$ cat config.mk
export PLATFORM = sky130hd
export DESIGN_NAME = maf_cascade_mc_flat
export DESIGN_NICKNAME = d
export VERILOG_FILES = /design/src/rtl/maf_cascade_mc_if.sv /design/src/rtl/maf_cascade_mc.sv /design/src/flat_wrapper.sv
export SDC_FILE = /design/constraint.sdc
export NUM_CORES = 2
export LEC_CHECK = 0
export CAP_MARGIN = 5
export CORE_MARGIN = 4
export CORE_UTILIZATION = 36
export DETAILED_ROUTE_END_ITERATION = 10
export PLACE_DENSITY = 0.54
export SETUP_SLACK_MARGIN = 0.1
export SKIP_LAST_GASP = 1
export SLEW_MARGIN = 20
export SYNTH_ARGS = -nofsm -noshare
export SYNTH_HDL_FRONTEND = slang
export SYNTH_SLANG_ARGS = --single-unit
$ cat constraint.sdc
create_clock -name clk -period 13.65 [get_ports clk]
set_input_delay 2.73 -clock clk [delete_from_list [all_inputs] [get_ports clk]]
set_output_delay 2.73 -clock clk [all_outputs]
set_load 0.005 [all_outputs]
$ cat src/rtl/maf_cascade_mc_if.sv
// rtl/maf_cascade_mc_if.sv - sample/strobe bundle between the filter and its producer/consumer
//
// Purpose: groups the frame tick, packed channel samples, bypass control and the
//          filtered result/strobes of maf_cascade_mc.
// Signals:
//   i_enable  (master->slave) sample tick level, 0->1 starts one frame
//   i_xn      (master->slave) packed samples, channel c at [c*NB_SAMPLE +: NB_SAMPLE]
//   i_bypass  (master->slave) 1 = pass captured samples through unfiltered
//   o_signal  (slave->master) packed filtered outputs, same packing as i_xn
//   o_valid   (slave->master) one-cycle pulse when o_signal updates
//   o_overrun (slave->master) one-cycle pulse when a tick is dropped
interface maf_cascade_mc_if #(
    parameter int NB_SAMPLE = 8,
    parameter int NCH       = 3
);
    logic                       i_enable;
    logic [NCH*NB_SAMPLE-1:0]   i_xn;
    logic                       i_bypass;
    logic [NCH*NB_SAMPLE-1:0]   o_signal;
    logic                       o_valid;
    logic                       o_overrun;

    modport master (
        output i_enable, i_xn, i_bypass,
        input  o_signal, o_valid, o_overrun
    );

    modport slave (
        input  i_enable, i_xn, i_bypass,
        output o_signal, o_valid, o_overrun
    );
endinterface

$ cat src/rtl/maf_cascade_mc.sv
// rtl/maf_cascade_mc.sv - multi-channel cascaded moving-average filter with compensation gain
//
// Purpose: filters NCH time-multiplexed channels through a length-MAF1 and then a
//          length-MAF2 recursive moving average followed by a Q.14 gain. One frame
//          (IDLE, 3 cycles per channel, DONE) is run per rising edge of i_enable.
// Ports:
//   clk  system clock
//   rst  asynchronous reset, active-low
//   bus  maf_cascade_mc_if.slave: i_enable, i_xn, i_bypass in; o_signal, o_valid,
//        o_overrun out
module maf_cascade_mc #(
    parameter int NB_SAMPLE = 8,
    parameter int NCH       = 3,
    parameter int MAF1      = 20,
    parameter int MAF2      = 12,
    parameter int NB_PTR1   = 5,
    parameter int NB_PTR2   = 4,
    parameter int NB_COEFF  = 16,
    parameter int N1        = 1638,
    parameter int N2        = 2731,
    parameter int CF        = 16384
) (
    input  logic              clk,
    input  logic              rst,
    maf_cascade_mc_if.slave   bus
);

    localparam int NB_A1   = NB_SAMPLE + NB_PTR1;
    localparam int NB_A2   = NB_SAMPLE + NB_PTR2;
    localparam int NB_CH   = (NCH > 1) ? $clog2(NCH) : 1;
    localparam int NB_WIDE = 48;

    // Coefficients are unsigned; zero-extending into the wide signed domain keeps
    // every product signed and full width.
    localparam logic [NB_COEFF-1:0]       C_N1 = NB_COEFF'(N1);
    localparam logic [NB_COEFF-1:0]       C_N2 = NB_COEFF'(N2);
    localparam logic [NB_COEFF-1:0]       C_CF = NB_COEFF'(CF);
    localparam logic signed [NB_WIDE-1:0] W_N1 = NB_WIDE'(C_N1);
    localparam logic signed [NB_WIDE-1:0] W_N2 = NB_WIDE'(C_N2);
    localparam logic signed [NB_WIDE-1:0] W_CF = NB_WIDE'(C_CF);
    localparam logic signed [NB_WIDE-1:0] SAT_HI = NB_WIDE'((1 <<< (NB_SAMPLE - 1)) - 1);
    localparam logic signed [NB_WIDE-1:0] SAT_LO = -SAT_HI - NB_WIDE'(1);

    typedef enum logic [2:0] {ST_IDLE, ST_S1, ST_S2, ST_S3, ST_DONE} state_t;

    function automatic logic signed [NB_SAMPLE-1:0] f_sat(input logic signed [NB_WIDE-1:0] v);
        logic signed [NB_WIDE-1:0] c;
        if (v > SAT_HI)      c = SAT_HI;
        else if (v < SAT_LO) c = SAT_LO;
        else                 c = v;
        return NB_SAMPLE'(c);
    endfunction

    state_t                        r_state;
    logic                          r_en_q;
    logic                          r_en_qq;
    logic [NB_CH-1:0]              r_ch;
    logic [NCH*NB_SAMPLE-1:0]      r_xin;
    logic                          r_bypass;
    logic [NB_PTR1-1:0]            r_p1;
    logic [NB_PTR2-1:0]            r_p2;
    logic signed [NB_A1-1:0]       r_acc1 [NCH];
    logic signed [NB_A2-1:0]       r_acc2 [NCH];
    logic signed [NB_SAMPLE-1:0]   r_buf1 [NCH][MAF1];
    logic signed [NB_SAMPLE-1:0]   r_buf2 [NCH][MAF2];
    logic signed [NB_SAMPLE-1:0]   r_res  [NCH];
    logic [NCH*NB_SAMPLE-1:0]      r_signal;
    logic                          r_valid;
    logic                          r_overrun;

    logic                          w_rise;
    logic signed [NB_SAMPLE-1:0]   w_x;
    logic signed [NB_WIDE-1:0]     w_acc1_sum;
    logic signed [NB_WIDE-1:0]     w_prod1;
    logic signed [NB_SAMPLE-1:0]   w_y1;
    logic signed [NB_WIDE-1:0]     w_acc2_sum;
    logic signed [NB_WIDE-1:0]     w_prod2;
    logic signed [NB_SAMPLE-1:0]   w_y2;
    logic signed [NB_WIDE-1:0]     w_prod3;
    logic signed [NB_SAMPLE-1:0]   w_y3;

    assign w_rise = r_en_q & ~r_en_qq;
    assign w_x    = $signed(r_xin[r_ch*NB_SAMPLE +: NB_SAMPLE]);

    // Stage 1 running sum: add the new sample, drop the one written MAF1 frames ago.
    assign w_acc1_sum = NB_WIDE'(r_acc1[r_ch]) + NB_WIDE'(w_x) - NB_WIDE'(r_buf1[r_ch][r_p1]);
    // S2 and S3 read the accumulators already updated in the previous cycle.
    assign w_prod1    = NB_WIDE'(r_acc1[r_ch]) * W_N1;
    assign w_y1       = f_sat(w_prod1 >>> 15);
    assign w_acc2_sum = NB_WIDE'(r_acc2[r_ch]) + NB_WIDE'(w_y1) - NB_WIDE'(r_buf2[r_ch][r_p2]);
    assign w_prod2    = NB_WIDE'(r_acc2[r_ch]) * W_N2;
    assign w_y2       = f_sat(w_prod2 >>> 15);
    assign w_prod3    = NB_WIDE'(w_y2) * W_CF;
    assign w_y3       = f_sat(w_prod3 >>> 14);

    always_ff @(posedge clk or negedge rst) begin
        if (!rst) begin
            r_state   <= ST_IDLE;
            r_en_q    <= 1'b0;
            r_en_qq   <= 1'b0;
            r_ch      <= '0;
            r_xin     <= '0;
            r_bypass  <= 1'b0;
            r_p1      <= '0;
            r_p2      <= '0;
            r_signal  <= '0;
            r_valid   <= 1'b0;
            r_overrun <= 1'b0;
            for (int c = 0; c < NCH; c++) begin
                r_acc1[c] <= '0;
                r_acc2[c] <= '0;
                r_res[c]  <= '0;
                for (int i = 0; i < MAF1; i++) r_buf1[c][i] <= '0;
                for (int i = 0; i < MAF2; i++) r_buf2[c][i] <= '0;
            end
        end else begin
            r_en_q    <= bus.i_enable;
            r_en_qq   <= r_en_q;
            r_valid   <= 1'b0;
            // A tick arriving mid-frame is dropped, never queued.
            r_overrun <= w_rise && (r_state != ST_IDLE);
            case (r_state)
                ST_IDLE: begin
                    if (w_rise) begin
                        r_xin    <= bus.i_xn;
                        r_bypass <= bus.i_bypass;
                        r_ch     <= '0;
                        r_state  <= ST_S1;
                    end
                end
                ST_S1: begin
                    r_acc1[r_ch]       <= NB_A1'(w_acc1_sum);
                    r_buf1[r_ch][r_p1] <= w_x;
                    r_state            <= ST_S2;
                end
                ST_S2: begin
                    r_acc2[r_ch]       <= NB_A2'(w_acc2_sum);
                    r_buf2[r_ch][r_p2] <= w_y1;
                    r_state            <= ST_S3;
                end
                ST_S3: begin
                    // Filter state advances even in bypass so leaving bypass is seamless.
                    r_res[r_ch] <= r_bypass ? w_x : w_y3;
                    if (r_ch == NB_CH'(NCH - 1)) begin
                        r_state <= ST_DONE;
                    end else begin
                        r_ch    <= r_ch + 1'b1;
                        r_state <= ST_S1;
                    end
                end
                ST_DONE: begin
                    for (int c = 0; c < NCH; c++) r_signal[c*NB_SAMPLE +: NB_SAMPLE] <= r_res[c];
                    r_valid <= 1'b1;
                    r_p1    <= (r_p1 == NB_PTR1'(MAF1 - 1)) ? '0 : r_p1 + 1'b1;
                    r_p2    <= (r_p2 == NB_PTR2'(MAF2 - 1)) ? '0 : r_p2 + 1'b1;
                    r_state <= ST_IDLE;
                end
                default: r_state <= ST_IDLE;
            endcase
        end
    end

    assign bus.o_signal  = r_signal;
    assign bus.o_valid   = r_valid;
    assign bus.o_overrun = r_overrun;

endmodule

$ cat src/flat_wrapper.sv
// flat-port wrapper written by rule: the top's interface ports become plain ports
module maf_cascade_mc_flat 
#(
    parameter int NB_SAMPLE = 8,
    parameter int NCH       = 3,
    parameter int MAF1      = 20,
    parameter int MAF2      = 12,
    parameter int NB_PTR1   = 5,
    parameter int NB_PTR2   = 4,
    parameter int NB_COEFF  = 16,
    parameter int N1        = 1638,
    parameter int N2        = 2731,
    parameter int CF        = 16384
)
  (clk, rst, bus_i_enable, bus_i_xn, bus_i_bypass, bus_o_signal, bus_o_valid, bus_o_overrun);
  maf_cascade_mc_if #(.NB_SAMPLE(NB_SAMPLE), .NCH(NCH)) bus_i ();
  input  logic clk;
  input  logic rst;
  input wire logic [$bits(bus_i.i_enable)-1:0] bus_i_enable;
  input wire logic [$bits(bus_i.i_xn)-1:0] bus_i_xn;
  input wire logic [$bits(bus_i.i_bypass)-1:0] bus_i_bypass;
  output wire logic [$bits(bus_i.o_signal)-1:0] bus_o_signal;
  output wire logic [$bits(bus_i.o_valid)-1:0] bus_o_valid;
  output wire logic [$bits(bus_i.o_overrun)-1:0] bus_o_overrun;
  assign bus_i.i_enable = bus_i_enable;
  assign bus_i.i_xn = bus_i_xn;
  assign bus_i.i_bypass = bus_i_bypass;
  assign bus_o_signal = bus_i.o_signal;
  assign bus_o_valid = bus_i.o_valid;
  assign bus_o_overrun = bus_i.o_overrun;
  maf_cascade_mc #(.NB_SAMPLE(NB_SAMPLE), .NCH(NCH), .MAF1(MAF1), .MAF2(MAF2), .NB_PTR1(NB_PTR1), .NB_PTR2(NB_PTR2), .NB_COEFF(NB_COEFF), .N1(N1), .N2(N2), .CF(CF)) u_core (.clk(clk), .rst(rst), .bus(bus_i));
endmodule
# After elaboration in Yosys (flattened, before gate mapping)
# Index checks and enable logic that the tools add are counted.
classes:
  n_addsub: 7
  n_mul: 2
  n_lt_le_gt_ge: 12
  n_eq_ne: 9
  n_shift: 1
  mux: 53
  bitwise: 5
  reduce_logical: 9
ops:
  columns: ["op", "count"]
  rows:
  - ["$bwmux W480", 1]
  - ["$mux W160", 3]
  - ["$bmux W160 S2", 1]
  - ["$demux W160 S2", 1]
  - ["$bwmux W288", 1]
  - ["$mux W96", 3]
  - ["$bmux W96 S2", 1]
  - ["$demux W96 S2", 1]
  - ["$mux W8", 14]
  - ["$bmux W8 S5", 1]
  - ["$demux W8 S5", 1]
  - ["$bwmux W39", 1]
  - ["$mux W13", 3]
  - ["$bwmux W36", 1]
  - ["$mux W12", 3]
  - ["$bmux W8 S4", 1]
  - ["$demux W8 S4", 1]
  - ["$bmux W13 S2", 1]
  - ["$demux W13 S2", 1]
  - ["$mul A12 B13 Y25 const B", 1]
  - ["$bmux W12 S2", 1]
  - ["$bwmux W24", 1]
  - ["$demux W12 S2", 1]
  - ["$mul A13 B11 Y24 const B", 1]
  - ["other kinds (45)", 53]
word_totals:
  reg_bits: 934
  out_inout_bits: 26
  wordCells: 214

# Logic depth before layout (Yosys ltp)
depth:
  depth_word: 13
  mapped_depth: 44

# Worst setup path before layout
# Ideal clock, no wire load.
synth_timing:
  path_type: "reg-to-reg"
  from: "register u_core.r_ch[1]"
  to: "register u_core.r_acc2[23] (netlist bit)"
  setup_time_ps: 83
  arrival_ps: 9437
  required_time_ps: 13567
  path_slack_ps: 4130
  path_stages_with_launch: 44
  n_path_buf: 9
  synth_period_minus_slack_ps: 9520
  path_cell_list: "dfrtp_1 -> buf_6 -> buf_6 -> buf_6 -> buf_8 -> buf_8 -> buf_4 -> buf_4 -> buf_2 -> mux2i_1 -> nor2_1 -> a21oi_1 -> inv_1 -> ha_1 -> inv_1 -> fa_1 -> inv_1 -> fa_1 -> [... 8 more ...] -> a21oi_1 -> o31ai_4 -> o21ai_1 -> a21oi_2 -> o21ai_4 -> buf_6 -> fa_1 -> inv_1 -> ha_1 -> a21o_1 -> a21oi_1 -> o21ai_0 -> a31oi_1 -> nor2b_1 -> o21a_1 -> o41ai_1 -> xnor3_1 -> o21ai_0"
synth_between:
  elab_chain_cells: 11
  elab_cells_between_ends: 26
synth_lines:
  columns: ["item", "line_no", "rtl"]
  rows:
  - ["start, declared", "maf_cascade_mc.sv:57", "logic [NB_CH-1:0] r_ch;"]
  - ["start signal, assigned", "maf_cascade_mc.sv:147", "r_ch <= r_ch + 1'b1;"]
  - ["$not A2 Y3 (implied by the code) *", "maf_cascade_mc.sv:88, maf_cascade_mc.sv:90, maf_cascade_mc.sv:137", null]
  - ["$bmux W13 S2", "maf_cascade_mc.sv:88", "assign w_prod1 = NB_WIDE'(r_acc1[r_ch]) * W_N1;"]
  - ["$mux W13 (implied by the code) (2 in a row)", "maf_cascade_mc.sv:88", null]
  - ["$mul A13 B11 Y24", "maf_cascade_mc.sv:88", null]
  - ["$lt A10 B8 Y1", "maf_cascade_mc.sv:49", "else if (v < SAT_LO) c = SAT_LO;"]
  - ["$mux W8", "maf_cascade_mc.sv:49", null]
  - ["$mux W8", "maf_cascade_mc.sv:48", "if (v > SAT_HI) c = SAT_HI;"]
  - ["$add A12 B8 Y12", "maf_cascade_mc.sv:90", "assign w_acc2_sum = NB_WIDE'(r_acc2[r_ch]) + NB_WIDE'(w_y1) - NB_WIDE'(r_buf2[r_ch][r_p2]);"]
  - ["$sub A12 B8 Y12", "maf_cascade_mc.sv:90", null]
  - ["$bwmux W36 *", "maf_cascade_mc.sv:137", "r_acc2[r_ch] <= NB_A2'(w_acc2_sum);"]
  - ["end signal, assigned by index", "maf_cascade_mc.sv:137", null]
  - ["end, declared", "maf_cascade_mc.sv:63", "logic signed [NB_A2-1:0] r_acc2 [NCH];"]
# Every way passes the cells marked *; elsewhere a longest branch is shown, timed or not. The select of a mux whose other input is x is not followed.
# A chain may end at the register's enable or synchronous reset.

# Worst setup path after layout
layout_timing:
  from: "register u_core.r_ch[1]"
  to: "register u_core.r_acc2[11] (netlist bit)"
# Same word-level chain as after synthesis.

==> run metrics <==
status=finished, final reports clean; Critical Path RT=around 14000 ps; Synth top area share=49.09%; adder-cell share of the synthesized area=8.626%; XOR/XNOR Fraction of Synth Area=0.8016%; # port buffers=53; global-route total usage across every layer=18.05%; initial antenna violation count=0; Async SR Flop Fraction=between 90% and 100%; Die H=approximately 370 um; hpwl dp=roughly 79000 um; Top FF cell, synth=dfrtp_1; # Max-Cap Violations=0; Yosys cell types=just over 80; register area share after synthesis=49.09%; DRT Pass-1 Iters=5; Detailed Route WL=121700 um; clk root buf=clkbuf_16; WS Path Type=flop to flop; final hold violations=0; Worst Reg-to-Reg Cells=31; Tmin final=slightly below 10000 ps; Max FO, Critical Path=56; FF-to-FF End=u_core.r_acc2[11]; initial core utilization=36.21%; post-cts resize count=0; Synth area leaders=dfrtp_1 49%, mux4_2 9.5%, nand2_1 7.5%; Synth Area in Simple Gates=around 12%; gr ovfl total=0; Final Skew=between 40 and 50 ps; core area=between 100000 and 150000 um2; CTS tree=done; most frequent cell on the critical path=inv_1; Max stage delay cell, worst path=dfrtp_4; fin area=about 53000 um2; CTS sink count=between 900 and 1000; Clock transition at path regs=around 60 ps; Setup crit start kind=flop; CTS buffer count=~100; multiplexer share of the synthesized area=a little under an eighth; H-tree depth=3; RSZ-0062 raised after global routing=no; post-route setup slack=between 3000 and 4000 ps; EDFF count, synth=0; Synthesized Nets=4894; main combinational cell family by area after synthesis=compound AO/OA/AOI/OAI gates; number of global-route vias before repair=33230; Die W=371.7 um; Hold Buf Count CTS=0; Syn Inst Count=roughly 4600; fin crit share=between 70% and 80%; Hold Slack=around 470 ps; Setup crit start=u_core.r_ch[1]; row cnt=between 100 and 150; Antenna Cells=0; most numerous cell in the Yosys netlist=nand2_1; reg2reg start=u_core.r_ch[1]; final setup TNS=0 ps; slowest cell delay on critical path=between 1000 and 1500 ps; FILL cells=around 13000; Worst Hold Class=flop to flop; first-pass GRT wire length=approximately 200000 um; Worst EP arrival=10510 ps; number of DRC markers in iteration 0=around 2100; via count=about 32000; synthesis-stage register bit count=934; Worst-Skew Late Latency=around 720 ps; pins over their slew limit=0; GP Congestion=~0.84; Mapped Area=47610 um2; vias per cell=roughly 5.1; post-CTS setup buffer count=0; Area Overhead vs Synth=11.51%; Routed Antenna Nets=0; largest net degree at the start of global routing=approximately 170; layout cells sized above 1=about an eighth; die area=138100 um2; max_slew headroom=29.15%; final setup fails=0; YS warnings=0; CTS max path bufs=3; Synth Area in Compound Gates=13.32%; Synth Area per Inst=a little over 10 um2; Crit. End Element=flop; # DRC=0; placed cell area=about 50000 um2; Worst Setup EP=u_core.r_acc2[11]; Max Clock Freq=100.8 MHz; slew at the pin with the worst max-slew slack=1059 ps; Synth top cells by count=954 x nand2_1, 934 x dfrtp_1, 614 x o21ai_0; Wirelength per Cell=19.17 um; largest area contributor in the netlist=dfrtp_1; num ports=54; pre-CTS WS=3699 ps; final net count=4811; setup slack, reg-to-reg=between 3000 and 4000 ps
==> sequential cells by signal (all words and copies together), names as in the netlist, 2 cells and up <==
register,count
u_core.r_p2,4
u_core.r_p1,5
u_core.r_acc2,36
u_core.r_state,3
u_core.r_res,24
u_core.r_buf2,288
u_core.r_buf1,480
u_core.bus.o_signal,24
u_core.r_acc1,39
u_core.r_xin,24
u_core.r_ch,2
==> worst max-delay path, delay by kind of cell, from the launching register on <==
family / cells / cell delay (ps)
adder cells (fa/ha/maj): 8 / 3560
AO/OA/AOI/OAI: 10 / 2420
AND/OR/NAND/NOR: 5 / 1280
flip-flops: 1 / 1040
buffers and inverters: 6 / 830
XOR/XNOR: 1 / 410
multiplexers: 1 / 240
==> metal layers <==
metal / global-route usage (%) / part of all wire [%] / vias to the layer above
met1: 25.30 / 47 / 16080
met5: 0 / 0 / -
met4: 4.913 / 2.5 / 0
met2: 29.54 / 47 / 522
li1: - / - / 15640
met3: 2.377 / 3.6 / 169
==> layout make-up <==
class	instances	area (um2)	area share (%)
tap	1755	2196	4.137
inverter	243	912.1	1.718
timing repair buffer	122	1104	2.079
sequential	934	23390	44.05
multi-input combinational	3113	22120	41.66
clock inverter	27	347.8	0.6552
clock buffer	158	3024	5.697
==> kinds of logic after synthesis <==
| family | count (synthesis) |
|---|---|
| DFF | 934 |
| muxes | 310 |
| buffers and inverters | 552 |
| xor gates and xnor gates | 42 |
| adders and majority gates | 267 |
| AOI/OAI and AO/OA | 1120 |
| and+or+nand+nor | 1374 |
==> layout by cell type, fill, tap and decap left out, drive strengths merged, types with 81 or more instances in the layout <==
cell,instances
nand2,955
dfrtp,934
o21ai,774
inv,248
nor2,225
a21oi,210
mux4,200
ha,165
clkbuf,158
nand3,105
fa,102
mux2i,81
==> worst min path at each step <==
stage                     cells past startpoint  slack [ps]                    from                 endpoint
after global placement                        2         460      u_core.r_buf2[224]       u_core.r_buf2[224]
final                                         2         470  u_core.bus.o_signal[2]   u_core.bus.o_signal[2]
after CTS                                     0         460           u_core.r_en_q           u_core.r_en_qq
after detailed placement                      2         460         u_core.r_res[1]  u_core.bus.o_signal[17]
after floorplan                               0         370           u_core.r_en_q           u_core.r_en_qq
after global routing                          0         490           u_core.r_en_q           u_core.r_en_qq
==> stage by stage <==
stage / std cells / utilization [%]
after floorplan: 4599 / -
after global placement: 6167 / 37.80
after detailed placement: 6167 / 37.80
after CTS: 6352 / 40.37
after global routing: 6352 / 40.38
final: 6352 / 40.38
Power is left out: the tool's default activity adds up to more than one toggle a clock period on the data nets, which glitch-free logic cannot reach.
